### config.mk
export PLATFORM = sky130hd
export DESIGN_NAME = layer_act_streamer
export DESIGN_NICKNAME = d
export VERILOG_FILES = /design/src/rtl/layer_act_streamer.sv
export SDC_FILE = /design/constraint.sdc
export NUM_CORES = 1
export LEC_CHECK = 0
export CAP_MARGIN = 20
export CORE_AREA = 2 2 200 202
export CTS_BUF_LIST = sky130_fd_sc_hd__clkbuf_8
export DETAILED_ROUTE_END_ITERATION = 6
export DIE_AREA = 0 0 202 204
export GPL_ROUTABILITY_DRIVEN = 0
export HOLD_SLACK_MARGIN = 0.1
export PLACE_DENSITY = 0.92
export SLEW_MARGIN = 20
export SYNTH_ARGS = -nofsm -noshare
export SYNTH_HDL_FRONTEND = slang
export SYNTH_SLANG_ARGS = --single-unit
### constraint.sdc
create_clock -name clk -period 7.05 [get_ports clk]
set_input_delay 0.705 -clock clk [delete_from_list [all_inputs] [get_ports clk]]
set_output_delay 0.705 -clock clk [all_outputs]
set_load 0.1 [all_outputs]
### src/rtl/layer_act_streamer.sv
// layer_act_streamer: captures one layer's parallel activation vector in a
// single handshake, then streams it word-by-word (data, index, last) over a
// valid/ready link.
// Optional feature macro: ACT_STREAM_ZERO_SKIP_EN. When it is defined, zero
// words are skipped. The final element is always emitted so the frame has a
// terminating beat.
module layer_act_streamer #(
  parameter int N_ACT = 30,
  parameter int DW    = 16,
  parameter int IDX_W = 5,
  parameter int FC_W  = 8
) (
  input  logic                  clk,
  input  logic                  reset,
  input  logic                  in_valid,
  output logic                  in_ready,
  input  logic [N_ACT*DW-1:0]   in_vec,
  output logic                  out_valid,
  input  logic                  out_ready,
  output logic [DW-1:0]         out_data,
  output logic [IDX_W-1:0]      out_idx,
  output logic                  out_last,
  output logic                  busy,
  output logic [FC_W-1:0]       frame_cnt
);

  localparam logic [IDX_W-1:0] LAST_IDX = IDX_W'(N_ACT - 1);

  typedef enum logic {IDLE, STREAM} state_t;
  state_t state, state_nxt;

  logic [N_ACT-1:0][DW-1:0] bank;
  logic [N_ACT-1:0][DW-1:0] in_words;
  logic [IDX_W-1:0]         first_idx, next_idx;
  logic                     cap, fire, done;

  // word view of the flat input bus (element k at bits [k*DW +: DW])
  assign in_words = in_vec;

  assign cap  = (state == IDLE) && in_valid;
  assign fire = (state == STREAM) && out_ready;
  assign done = fire && out_last;

`ifdef ACT_STREAM_ZERO_SKIP_EN
  logic [N_ACT-1:0] mask, cap_mask;

  // nonzero mask of the incoming vector; last element forced so every frame terminates
  always_comb begin
    cap_mask = '0;
    for (int k = 0; k < N_ACT; k++) cap_mask[k] = (in_words[k] != '0);
    cap_mask[N_ACT-1] = 1'b1;
  end

  // lowest set bit of the capture mask is the first element to emit
  always_comb begin
    first_idx = LAST_IDX;
    for (int k = N_ACT - 1; k >= 0; k--)
      if (cap_mask[k]) first_idx = IDX_W'(k);
  end

  // next set mask bit strictly above the current index
  always_comb begin
    next_idx = LAST_IDX;
    for (int k = N_ACT - 1; k >= 0; k--)
      if (mask[k] && (IDX_W'(k) > out_idx)) next_idx = IDX_W'(k);
  end

  // mask lives alongside the bank for the duration of the stream
  always_ff @(posedge clk) begin
    if (reset)    mask <= '0;
    else if (cap) mask <= cap_mask;
  end
`else
  assign first_idx = '0;
  assign next_idx  = out_idx + IDX_W'(1);
`endif

  // capture bank and registered output word; held while the consumer stalls
  always_ff @(posedge clk) begin
    if (reset) begin
      bank     <= '0;
      out_data <= '0;
      out_idx  <= '0;
      out_last <= 1'b0;
    end else if (cap) begin
      bank     <= in_words;
      out_data <= in_words[first_idx];
      out_idx  <= first_idx;
      out_last <= (first_idx == LAST_IDX);
    end else if (fire && !out_last) begin
      out_data <= bank[next_idx];
      out_idx  <= next_idx;
      out_last <= (next_idx == LAST_IDX);
    end
  end

  // completed-frame counter, wraps naturally
  always_ff @(posedge clk) begin
    if (reset)     frame_cnt <= '0;
    else if (done) frame_cnt <= frame_cnt + FC_W'(1);
  end

  // state register
  always_ff @(posedge clk) begin
    if (reset) state <= IDLE;
    else       state <= state_nxt;
  end

  // next-state: capture starts a stream, accepted last beat ends it
  always_comb begin
    state_nxt = state;
    case (state)
      IDLE:    if (in_valid) state_nxt = STREAM;
      STREAM:  if (done)     state_nxt = IDLE;
      default: state_nxt = IDLE;
    endcase
  end

  // handshake/status outputs decoded from state only
  always_comb begin
    in_ready  = (state == IDLE);
    out_valid = (state == STREAM);
    busy      = (state == STREAM);
  end

endmodule

==> impl_metrics.toml <==
[outcome]
outcome = "finished with violations"
violations = "DRC"

[die]
start_util_pct = 55.0
die_area_sq_um = 41200
die_y_um = 204
fp.dieW_um = 202
core_sq_um = 39200
num_rows = 73
io-pin-count = 517

[synthesis]
synthesis.nets = 3058
synthCells = 2571
ys_seq_area_share_pct = 47.4
synthTopCellsByArea = "dfxtp_1 47%, nand2_1 18%, mux4_2 12%"
synth_edf_count = 0
yosysMostFrequentCell = "nand2_1"
syn-cell-area_sq_um = 21600
synth-seq-cells = 511
synth_top_area_share_pct = 47.4
yosys_warnings = 0
avgSynthCellArea_sq_um = 8.39
synth_top_flop_cell = "dfxtp_1"
synth_cell_types = 50
ys_async_sr_fraction_pct = 0
yosys-top-cells-count = "1020 x nand2_1, 511 x dfxtp_1, 507 x a21oi_1"
synth_area_leader_cell = "dfxtp_1"

[power]
power.internal_w = 0.00479
powerDensity_nw_per_um2 = 233
max-vdd-ir-drop_uv = 154
switching_share_pct = 27.3
p_leak_nw = 10.3
seqPwrFrac_pct = 48.2
pwr-share-comb_pct = 14.8
pwr-share-clk_pct = 37.0
switchingPower_w = 0.00179

[sta]
post-route-period-util_pct = 65.7
tightest_slew_ps = 1240
clock.fmax_ghz = 0.216
min_period_ps = 4630
slew_viol_final = 0
setup_viol = 0
rsz0062_at_grt = "false"
final.setup_skew_ps = 26.7
setup_tns_ps = 0
finalHoldViolCount = 0
relSlewSlack_pct = 17.5

[drt]
drc = 2
route.met2.wl_mm = 36.0
num_vias = 21100
ant_nets = 0
routed_wl_mm = 77.7
top_layer = "met5"
met1_length_mm = 27.2
viasPerCell = 5.95
wl_per_cell_um = 21.9
dr.pass1.iters = 7
wl_met3_mm = 9.44
drt_iter0_markers = 2520

[global_routing]
overflow = 0
grtUsageTotal_pct = 36.8
antenna_found_initial = 6
grt_pass1_vias = 20700
grt_pass1_wl_mm = 116
grt_max_degree = 259

[clock_network]
cts_buffers = 80
path_clk_slew_ps = 60
cts_resized = 0
tritoncts = "built"
cts_root_buffer = "clkbuf_8"
numClockSinks = 511
clock_latency_ps = 650
ctsHtreeMaxLevel = 3
post_cts.repair.setup_buffers = 0
hold_buffers = 0
clk_path_buf_depth = 3

[placed_design]
dp.cells = 3415
dp_hpwl_mm = 56.0
port-buffer-count = 516

[flow_run]
maxCapViolations = 0

[setup_path]
required_ps = 7510
cp_max_fo = 60
cp_slowest_stage_delay_ps = 990
path_cells = "inv_1 -> ha_4 -> buf_4 -> mux4_2 -> nand2_1 -> a21oi_1 -> a2111oi_0 -> a211oi_1"
startpoint = "out_idx[0]"
cp-end-kind = "flip-flop"
r2r_start = "out_idx[0]"
startpoint_type = "flip-flop"
slowest_stage = "ha_4"
critPathArrivalTime_ps = 5090
worstSetupPathType = "flip-flop to flip-flop"

[worst_hold_path]
hp-class = "flip-flop to flip-flop"
hold_start = "bank[417]"

[final_layout]
nFillCells = 2631
nNetsFinal = 3459
drive_gt1_share_pct = 8.74
areaGrowthSynthToFinish_pct = 31.2
final_cells = 3546
[power by group through the flow]
stage / clock network (W) / logic (W) / registers [W]
5_1_grt: 0.00256 / 0.00103 / 0.00318
2_1_floorplan: 0 / 0.000470 / 0.00322
3_3_place_gp: 0 / 0.000928 / 0.00322
6_report: 0.00243 / 0.000975 / 0.00317
4_1_cts: 0.00243 / 0.000958 / 0.00316
3_5_place_dp: 0 / 0.000951 / 0.00322
[worst paths after layout]
path             endpoint  slack [ps]  cells after the start
min             bank[417]         450                      2
min reg2reg     bank[417]         450                      2
max          out_data[12]        2420                      8
max reg2reg  out_data[12]        2420                      8
[through the flow]
stage / instance area (sq um) / hold slack [ps] / util [%] / worst slack (ps) / total power [W]
floorplan: 21600 / 432 / - / 3150 / 0.00369
global placement: 26700 / 438 / 68.2 / 2730 / 0.00415
detailed placement: 26800 / 444 / 68.3 / 2560 / 0.00417
CTS: 28300 / 452 / 72.1 / 2500 / 0.00655
global route: 28300 / 473 / 72.2 / 2250 / 0.00677
finish: 28300 / 451 / 72.2 / 2420 / 0.00658
[critical path: cells and delay by family, from the launching register on]
kind	cells	cell delay, ps
mux	1	590
fa+ha+maj	1	990
simple gates	1	90
buf+inv	2	1000
compound gates	3	760
flops	1	980
[placed cells by master, fill, tap and decap left out, types with 8 or more instances in the layout]
cell type	count
nand2_1	1019
clkdlybuf4s50_1	515
a211oi_1	8
mux2i_1	24
dfxtp_1	510
buf_4	13
mux4_2	118
a21oi_1	507
a2111oi_0	8
nand3_1	15
inv_1	25
nor3_1	8
o21ai_0	15
clkbuf_8	97
nor2_1	40
[layout make-up]
type | count | area [sq um] | share of cell area (%)
timing repair buffer | 535 | 5380 | 19.0
inverter | 3 | 11.3 | 0.0398
clock inverter | 33 | 171 | 0.606
clock buffer | 97 | 1340 | 4.72
multi-input combinational | 1841 | 10500 | 37.1
tap | 525 | 657 | 2.32
sequential | 511 | 10200 | 36.2
antenna | 1 | 2.50 | 0.00885
[per-layer routing]
| metal | GRT usage (%) | vias up |
|---|---|---|
| met3 | 9.07 | 270 |
| met4 | 23.0 | 8 |
| met1 | 45.1 | 9875 |
| li1 | - | 9478 |
| met2 | 58.4 | 1466 |
| met5 | 0 | - |
[cells by family (layout without fill, tap and decap cells)]
kind of cell    after synthesis  in the layout  synth area share (%)
mux                         148            148                  13.8
buf+inv                     219            668                  4.28
flops                       511            511                  47.4
fa+ha+maj                     3              3                 0.174
other cells                   0              1                     0
xor+xnor                     14             14                 0.569
simple gates               1102           1102                  19.6
compound gates              574            574                  14.1
[registers in the layout, indices dropped and copies added (netlist names)]
| register | flops |
|---|---|
| bank | 480 |
| busy | 1 |
| frame_cnt | 8 |
| out_data | 16 |
| out_idx | 5 |
| out_last | 1 |
Power figures use the tool's default switching activity.
